$ cat config.mk
export PLATFORM = sky130hd
export DESIGN_NAME = sv12_dly_mode_sel
export DESIGN_NICKNAME = d
export VERILOG_FILES = /design/src/rtl/sv12_dly_mode_sel.sv
export SDC_FILE = /design/constraint.sdc
export NUM_CORES = 1
export LEC_CHECK = 0
export ABC_CLOCK_PERIOD_IN_PS = 3670
export BUFFER_PORTS_ARGS = -buffer_cell sky130_fd_sc_hd__clkbuf_2
export CORE_MARGIN = 2
export CORE_UTILIZATION = 30
export CTS_BUF_LIST = sky130_fd_sc_hd__clkbuf_4 sky130_fd_sc_hd__clkbuf_8
export DETAILED_ROUTE_END_ITERATION = 10
export PLACE_DENSITY = 0.6
export SLEW_MARGIN = 40
export SYNTH_ARGS = -nofsm -noshare
export SYNTH_HDL_FRONTEND = slang
export SYNTH_SLANG_ARGS = --single-unit
$ cat constraint.sdc
create_clock -name clk -period 3.67 [get_ports clk]
set_input_delay 0.734 -clock clk [delete_from_list [all_inputs] [get_ports clk]]
set_output_delay 0.734 -clock clk [all_outputs]
set_load 0.01 [all_outputs]
$ cat src/rtl/sv12_dly_mode_sel.sv
// ----------------------------------------------------------------------------
// sv12_dly_mode_sel
//
// Selects an A=>Y rise/fall delay pair from a fixed 5-entry conditional
// table, based on the low three bits of a mode word. Each table entry has a
// mask. An entry is enabled when (mode & mask) != 0. The result is the
// independent unsigned minimum of the rise and fall delays over all enabled
// entries. If no entry is enabled, the result is the default pair
// (DEF_RISE, DEF_FALL).
//
// One entry is scanned per clock, so a lookup takes exactly five cycles from
// accept to dly_valid. The result is held until the consumer takes it.
//
// Ports
//   clk         clock, rising-edge active
//   rst         asynchronous active-high reset
//   cfg_valid   mode word offered
//   cfg_mode    32-bit mode word
//   cfg_ready   block is idle and can accept a mode word
//   dly_valid   selected delay pair available
//   dly_ready   consumer accepts the delay pair
//   dly_rise    selected rise delay (DLY_W bits)
//   dly_fall    selected fall delay (DLY_W bits)
//   any_match   at least one conditional entry was enabled
//   mode_q      last accepted mode word
//   lookup_cnt  number of completed lookups, wraps at 256
// ----------------------------------------------------------------------------
module sv12_dly_mode_sel #(
    parameter int unsigned DLY_W    = 8,
    parameter int unsigned DEF_RISE = 6,
    parameter int unsigned DEF_FALL = 9
) (
    input  logic             clk,
    input  logic             rst,
    input  logic             cfg_valid,
    input  logic [31:0]      cfg_mode,
    output logic             cfg_ready,
    output logic             dly_valid,
    input  logic             dly_ready,
    output logic [DLY_W-1:0] dly_rise,
    output logic [DLY_W-1:0] dly_fall,
    output logic             any_match,
    output logic [31:0]      mode_q,
    output logic [7:0]       lookup_cnt
);

    typedef enum logic [1:0] {
        ST_IDLE,
        ST_SCAN,
        ST_DONE
    } state_t;

    localparam logic [DLY_W-1:0] DEF_R = DLY_W'(DEF_RISE);
    localparam logic [DLY_W-1:0] DEF_F = DLY_W'(DEF_FALL);

    state_t             r_state;
    logic [2:0]         r_idx;
    logic [DLY_W-1:0]   r_acc_rise;
    logic [DLY_W-1:0]   r_acc_fall;
    logic               r_any;
    logic [31:0]        r_mode;
    logic               r_cfg_ready;
    logic               r_dly_valid;
    logic [DLY_W-1:0]   r_dly_rise;
    logic [DLY_W-1:0]   r_dly_fall;
    logic               r_any_match;
    logic [7:0]         r_lookup_cnt;

    logic [2:0]         w_mask;
    logic [DLY_W-1:0]   w_rise;
    logic [DLY_W-1:0]   w_fall;
    logic               w_en;
    logic [DLY_W-1:0]   w_rise_nxt;
    logic [DLY_W-1:0]   w_fall_nxt;
    logic               w_any_nxt;

    // Conditional delay table, indexed by the scan position.
    always_comb begin
        w_mask = '0;
        w_rise = '0;
        w_fall = '0;
        case (r_idx)
            3'd0: begin w_mask = 3'd5; w_rise = DLY_W'(5); w_fall = DLY_W'(9); end
            3'd1: begin w_mask = 3'd4; w_rise = DLY_W'(4); w_fall = DLY_W'(8); end
            3'd2: begin w_mask = 3'd3; w_rise = DLY_W'(6); w_fall = DLY_W'(5); end
            3'd3: begin w_mask = 3'd2; w_rise = DLY_W'(3); w_fall = DLY_W'(2); end
            3'd4: begin w_mask = 3'd1; w_rise = DLY_W'(7); w_fall = DLY_W'(7); end
            default: begin end
        endcase
    end

    // Running minima. Use strict less-than so that a tie keeps the current
    // accumulator value.
    always_comb begin
        w_en       = |(r_mode[2:0] & w_mask);
        w_rise_nxt = (w_en && (w_rise < r_acc_rise)) ? w_rise : r_acc_rise;
        w_fall_nxt = (w_en && (w_fall < r_acc_fall)) ? w_fall : r_acc_fall;
        w_any_nxt  = r_any | w_en;
    end

    always_ff @(posedge clk or posedge rst) begin
        if (rst) begin
            r_state      <= ST_IDLE;
            r_idx        <= '0;
            r_acc_rise   <= '1;
            r_acc_fall   <= '1;
            r_any        <= 1'b0;
            r_mode       <= '0;
            r_cfg_ready  <= 1'b1;
            r_dly_valid  <= 1'b0;
            r_dly_rise   <= '0;
            r_dly_fall   <= '0;
            r_any_match  <= 1'b0;
            r_lookup_cnt <= '0;
        end else begin
            case (r_state)
                ST_IDLE: begin
                    if (cfg_valid) begin
                        r_mode      <= cfg_mode;
                        r_idx       <= '0;
                        r_acc_rise  <= '1;
                        r_acc_fall  <= '1;
                        r_any       <= 1'b0;
                        r_cfg_ready <= 1'b0;
                        r_state     <= ST_SCAN;
                    end
                end
                ST_SCAN: begin
                    r_acc_rise <= w_rise_nxt;
                    r_acc_fall <= w_fall_nxt;
                    r_any      <= w_any_nxt;
                    if (r_idx == 3'd4) begin
                        // The last entry's contribution is folded in on this
                        // same edge, through the *_nxt values.
                        r_dly_rise  <= w_any_nxt ? w_rise_nxt : DEF_R;
                        r_dly_fall  <= w_any_nxt ? w_fall_nxt : DEF_F;
                        r_any_match <= w_any_nxt;
                        r_dly_valid <= 1'b1;
                        r_idx       <= '0;
                        r_state     <= ST_DONE;
                    end else begin
                        r_idx <= r_idx + 3'd1;
                    end
                end
                ST_DONE: begin
                    if (dly_ready) begin
                        r_dly_valid  <= 1'b0;
                        r_lookup_cnt <= r_lookup_cnt + 8'd1;
                        r_cfg_ready  <= 1'b1;
                        r_state      <= ST_IDLE;
                    end
                end
                default: begin
                    r_state     <= ST_IDLE;
                    r_cfg_ready <= 1'b1;
                    r_dly_valid <= 1'b0;
                end
            endcase
        end
    end

    assign cfg_ready  = r_cfg_ready;
    assign dly_valid  = r_dly_valid;
    assign dly_rise   = r_dly_rise;
    assign dly_fall   = r_dly_fall;
    assign any_match  = r_any_match;
    assign mode_q     = r_mode;
    assign lookup_cnt = r_lookup_cnt;

endmodule

==> results of run 1 <==
## registers in the layout, indices dropped and copies added (netlist names)
name        count
r_any           1
r_state         2
dly_rise        8
lookup_cnt      8
r_idx           3
any_match       1
mode_q         32
dly_fall        8
dly_valid       1
r_acc_fall      8
cfg_ready       1
r_acc_rise      8
## worst paths after layout
| path | depth (start not counted) | endpoint | slack [ps] |
|---|---|---|---|
| min | 2 | mode_q[13] | 310 |
| max reg2reg | 11 | r_acc_rise[0] | 900 |
| max in group asynchronous | 3 | r_acc_rise[2] | 2550 |
| min in group clk | 2 | cfg_ready | 480 |
| min reg2reg | 2 | cfg_ready | 480 |
| max | 11 | r_acc_rise[0] | 900 |
## power breakdown
| group | internal [W] | switching [W] |
|---|---|---|
| Clock | 0.000463 | 0.000347 |
| Combinational | 0.000805 | 0.000935 |
| Sequential | 0.00136 | 0.000249 |
## metal layers
layer	routed length, um	global-route usage	up-vias	share of wire
met5	0	0	-	0
met4	175	0.0707	0	0.023
met3	359	0.0300	11	0.048
met2	3680	0.204	68	0.49
met1	3280	0.148	1227	0.44
li1	-	-	1220	-
## logic make-up after synthesis
group / share of synthesized area
and+or+nand+nor: 0.121
DFF: 0.578
AOI/OAI and AO/OA: 0.101
muxes: 0.114
buffers and inverters: 0.0300
adders and majority gates: 0.0388
xor gates and xnor gates: 0.0173
## cell type report
type                            count  area (sq um)
Multi-Input combinational cell    191          1400
Clock inverter                      6           115
Sequential cell                    81          2050
Timing Repair Buffer              100           515
Fill cell                        1128          7030
Inverter                           14          53.8
Clock buffer                       10           131
Tap cell                          143           179
## Yosys cell counts, types with 3 or more instances
library cell / number / area share
nor2_1: 28 / 0.030
or2_2: 3 / 0.0053
nand3_1: 5 / 0.0071
clkbuf_1: 5 / 0.0053
buf_2: 4 / 0.0056
nand2b_1: 5 / 0.0088
dfrtp_1: 64 / 0.45
xnor2_1: 4 / 0.0099
nand2_1: 29 / 0.031
a21oi_2: 3 / 0.0074
a21o_1: 10 / 0.021
ha_1: 11 / 0.039
dfstp_2: 17 / 0.13
xor2_1: 3 / 0.0074
nor3_1: 8 / 0.011
o21ai_0: 12 / 0.017
mux2_2: 32 / 0.10
inv_1: 14 / 0.015
## through the flow
step / hold WS, ps / cells / util / area [sq um]
2_1_floorplan: 467 / 297 / - / 3540
3_3_place_gp: 458 / 529 / 0.366 / 4190
3_5_place_dp: 466 / 529 / 0.366 / 4190
4_1_cts: 290 / 545 / 0.387 / 4440
5_1_grt: 336 / 545 / 0.387 / 4440
6_report: 306 / 545 / 0.387 / 4440
==> summary.md, run 1 <==
| Metric | Value |
|---|---|
| WP data arrival | `3080 ps` |
| First-pass GRT wire length | `~12,000 um` |
| DRC | `0` |
| Tightest Pin Transition | `639 ps` |
| Max Cap Violations | `0` |
| Routability congestion estimate | `0.835` |
| GRT Resource Usage Total | `0.124` |
| CP top delay family | `simple AND/OR/NAND/NOR gates` |
| Die Span Y | `113 um` |
| Pwr/cell area | `937 nW/um^2` |
| First-pass DRT Iterations | `5` |
| CTS root buf | `clkbuf_8` |
| Final ANT Viol Nets | `0` |
| H-Tree Depth | `3` |
| Syn_nets | `344` |
| CP max FO | `9` |
| Most frequent cells in the layout | `clkbuf_2, dfrtp_1, mux2_2` |
| Leak Pwr | `2.17 nW` |
| Final wirelength | `between 7000 and 8000 um` |
| Syn Inst Count | `297` |
| CTS buffer count | `9` |
| CTS Sinks | `81` |
| Row cnt | `39` |
| CP startpoint | `r_idx[0]` |
| Crit path time final | `~2800 ps` |
| Final hold violation count | `0` |
| Most common cell after layout, fill and taps aside | `clkbuf_2` |
| Worst Path Required | `3970 ps` |
| TNS Setup | `0 ps` |
| Critical-path top delay cell | `or4b_4` |
| 1st-iter DRT viols | `112` |
| Avg Inst Size Synth | `11.9 sq um` |
| Ys Warns | `0` |
| Worst hold path type | `primary input to asynchronous set/reset pin` |
| Async SR Flop Fraction | `1.00` |
| Worst setup margin | `about 900 ps` |
| Crit path capture type | `register` |
| Via count | `2,526` |
| Fraction of layout cells with a size suffix above 1 | `0.445` |
| Post-DP HPWL | `5330 um` |
| Slew Limit Fails | `0` |
| Slew headroom | `0.573` |
| CTS max path bufs | `2` |
| Ports | `95` |
| Largest net degree at the start of global routing | `36` |
| Crit Path Class | `register to register` |
| # resized after CTS | `0` |
| Initial antenna violation count | `0` |
| Skew final | `9.31 ps` |
| Max VDD drop | `0.311 mV` |
| Postcts setup bufs | `0` |
| Post-synth EDFFs | `0` |
| Vias in the first global route | `2,574` |
| Starting density of the core | `0.309` |
| Fin crit share | `0.756` |
| Synth Flop Type | `dfrtp_1` |
| TritonCTS clock tree | `built` |
| Port Buffer Count | `94` |
| RSZ-0062 raised after global routing | `false` |
| Die footprint | `between 10,000 and 15,000 sq um` |
| Synth Register Bits | `81` |
| Clock transition at path regs | `approximately 90 ps` |
| Area delta synth->final | `25.2%` |
| Die Wd | `113 um` |
| Reg2Reg Launch Point | `r_idx[0]` |
| CTS Hold Buffers Added | `0` |
| Outcome | `finished, final reports clean` |
| Final Power | `0.00416 W` |
| Drt wl/cell | `13.7 um` |
| Buf/Inv on CP | `1` |
| Crit path launch type | `register` |
| Critical-path cell list | `inv_1 -> ha_1 -> nand2_1 -> nand2_1 -> or2_2 -> ha_1 -> or4b_4 -> a21oi_4 -> o21ai_2 -> a21oi_2 -> a2bb2oi_1` |
| Synthesized area | `3540 sq um` |
| Unique masters post-synth | `47` |
| Slowest Stage Delay on Critical Path | `490 ps` |
| Number of nets in the layout | `444` |
| Endpoints failing setup | `0` |
| Sequential area share after synthesis | `0.578` |
| Grt total ovfl | `0` |
| Clk Latency, worst-skew pair | `370 ps` |
| Pre-CTS setup slack | `between 800 and 900 ps` |
| Vias per cell | `between 4 and 5` |
| Max frequency | `between 0.3 and 0.4 GHz` |
| Ant diodes | `0` |
| Core region area | `~11,000 sq um` |
Power figures use the tool's default switching activity.
==> inputs of run 2 (changes only) <==
ABC_CLOCK_PERIOD_IN_PS = 2400   (was 3670)
PLACE_DENSITY = 0.62   (was 0.6)
clock period = 2.4 ns   (was 3.67 ns; I/O delays follow)
==> run 2 against run 1 <==
  * The flow now finishes with violations (negative setup slack)
  * Count of clock-buffer cells in the layout grew 3
  * Die area is the same
  * Hold slack lost 90 ps
  * Sequential cell count is the same
  * Setup slack lost 920 ps
  * First-iteration DRC count shrank 3.6%
  * Largest cell class unchanged
  * Largest power group unchanged
==> summary.md, run 2 (same netlist as run 1, synthesis figures left out) <==
| Metric | Value |
|---|---|
| Outcome | `finished with violations` |
| Failing checks | `negative setup slack` |
| Die Wd | `113 um (unchanged)` |
| Drt wl/cell | `14.0 um (+2.0%)` |
| Placed cell area | `4300 sq um (+2.6%)` |
| RSZ-0062 raised after global routing | `true` |
| Core region area | `11,500 sq um (unchanged)` |
| Leak Pwr | `2.25 nW (+3.7%)` |
| Max Cap Violations | `0 (unchanged)` |
| Skew final | `3.58 ps (-5.73 ps)` |
| Crit Path Class | `register to register` |
| GRT Resource Usage Total | `0.130 (+0.00675)` |
| Most frequent cells in the layout | `clkbuf_2, dfrtp_1, mux2_2` |
| Final ANT Viol Nets | `0 (unchanged)` |
| Worst hold margin | `216 ps (-89.6 ps)` |
| Fraction of layout cells with a size suffix above 1 | `0.501 (+0.0559)` |
| Die footprint | `12,700 sq um (unchanged)` |
| Crit path time final | `2430 ps (-348 ps)` |
| Max reg flops | `32 (unchanged)` |
| CTS Sinks | `81 (unchanged)` |
| Slowest Stage Delay on Critical Path | `490 ps (about the same)` |
| Seq pwr share | `0.374 (-0.012)` |
| Buf/Inv on CP | `0 (-1)` |
| First-pass GRT wire length | `12,900 um (+6.1%)` |
| Largest net degree at the start of global routing | `82 (+130%)` |
| Starting density of the core | `0.309 (unchanged)` |
| Die Span Y | `113 um (unchanged)` |
| CP max FO | `5 (-4)` |
| 1st-iter DRT viols | `108 (-3.6%)` |
| Clk pwr share | `0.145 (-0.050)` |
| CTS max path bufs | `2 (unchanged)` |
| TritonCTS clock tree | `built` |
| First-pass DRT Iterations | `4 (-1)` |
| Crit path capture type | `register` |
| Ant diodes | `0 (unchanged)` |
| Placed Cells | `539 (+1.9%)` |
| Final hold violation count | `0 (unchanged)` |
| Via count | `2,615 (+3.5%)` |
| Max VDD drop | `0.550 mV (+77%)` |
| Combinational group share of total power | `0.481 (+0.062)` |
| Slew headroom | `0.678 (+0.105)` |
| Switching Share | `0.382 (+0.0138)` |
| Worst Path Required | `2690 ps (-1280 ps)` |
| Clock transition at path regs | `80 ps (about the same)` |
| Critical-path top delay cell | `or4b_4` |
| Vias per cell | `4.65 (+0.39%)` |
| Reg-to-reg slack, setup | `-30 ps (-920 ps)` |
| H-Tree Depth | `3 (unchanged)` |
| Routability congestion estimate | `0.796 (-4.7%)` |
| Row cnt | `39 (unchanged)` |
| CTS root buf | `clkbuf_8` |
| CTS buffer count | `9 (unchanged)` |
| Area delta synth->final | `31.0%` |
| Initial antenna violation count | `0 (unchanged)` |
| CP startpoint | `r_idx[1]` |
| Crit path launch type | `register` |
| Sequential cell area | `2050 sq um (unchanged)` |
| Final wirelength | `7880 um (+5.2%)` |
| Worst hold path type | `primary input to asynchronous set/reset pin` |
| Cell Count, Final, Fillers Out | `562 (+3.1%)` |
| Ports | `95 (unchanged)` |
| Grt total ovfl | `0 (unchanged)` |
| Power Internal | `0.00406 W (+55%)` |
| Fin crit share | `1.01 (+0.255)` |
| Tightest Pin Transition | `482 ps (-158 ps)` |
| Multi-input gate area in the final layout | `1520 sq um (+9.0%)` |
| Worst setup margin | `-25.1 ps (-922 ps)` |
| TNS Setup | `-45.5 ps (-45.5 ps)` |
| Post-DP HPWL | `5350 um (+0.44%)` |
| DRC | `0 (unchanged)` |
| Net Switching | `0.00251 W (+64%)` |
| CP top delay family | `simple AND/OR/NAND/NOR gates` |
| Port Buffer Count | `94 (unchanged)` |
| Number of nets in the layout | `461 (+3.8%)` |
| Endpoints failing setup | `3 (+3)` |
| Most common cell after layout, fill and taps aside | `clkbuf_2` |
| CTS Hold Buffers Added | `0 (unchanged)` |
| Vias in the first global route | `2,653 (+3.1%)` |
| Reg2Reg Launch Point | `r_idx[1]` |
| Post-route cell area | `4640 sq um (+4.6%)` |
| Filler cells | `1,104 (-2.1%)` |
| Max frequency | `0.412 GHz (+14%)` |
| WP data arrival | `2710 ps (-370 ps)` |
| Pwr/cell area | `1420 nW/um^2 (+51%)` |
| Critical-path cell list | `ha_2 -> ha_4 -> or2_4 -> ha_4 -> or4b_4 -> a21oi_4 -> o21ai_4 -> a21oi_4 -> a2bb2oi_2` |
| Final core occ | `0.405 (+0.0179)` |
| Clk Latency, worst-skew pair | `350 ps (-20 ps)` |
| Slew Limit Fails | `0 (unchanged)` |
==> run 2: final cells by class <==
class,instances,share of cell area
Clock inverter,3,0.00377
Timing Repair Buffer,117,0.141
Sequential cell,81,0.441
Inverter,14,0.0121
Multi-Input combinational cell,191,0.327
Clock buffer,13,0.0358
Tap cell,143,0.0385
==> run 2: worst paths after layout <==
path	endpoint	depth (start not counted)
setup / recovery	r_acc_rise[0]	9
hold / removal	mode_q[22]	3
setup reg to reg	r_acc_rise[0]	9
hold reg to reg	cfg_ready	2
max in group asynchronous	r_acc_rise[2]	3
min in group clk	mode_q[2]	3
==> run 2: metal layers <==
layer	GRT usage	routed length, um	vias up
met5	0	0	-
met4	0.0748	206	0
met3	0.0289	282	16
met2	0.218	3880	50
met1	0.154	3520	1297
li1	-	-	1252
==> run 2: tightest hold or removal path, delay by kind of cell <==
kind | cells | cell delay (ps)
buf+inv | 3 | 530
==> run 2: power by group through the flow <==
| stage | Combinational (W) | Sequential, W | Clock, W |
|---|---|---|---|
| after global routing | 0.00347 | 0.00255 | 0.00106 |
| final | 0.00316 | 0.00246 | 0.000951 |
| after detailed placement | 0.00287 | 0.00249 | 0 |
| after global placement | 0.00281 | 0.00245 | 0 |
| after CTS | 0.00304 | 0.00247 | 0.00100 |
| after floorplan | 0.00173 | 0.00261 | 0 |
==> run 2: timing repair <==
item / in CTS / in global routing
pin swaps: 7 / 9
setup endpoints to repair: 9 / 14
buffers inserted: 4 / 3
resized for setup: 12 / 7
==> run 2: metrics by stage <==
step                      setup WS, ps  total power, W
after global placement            32.7         0.00526
after floorplan                  -17.0         0.00435
after global routing             -99.8         0.00708
after CTS                        -23.4         0.00651
final                            -25.1         0.00657
after detailed placement          -122         0.00536
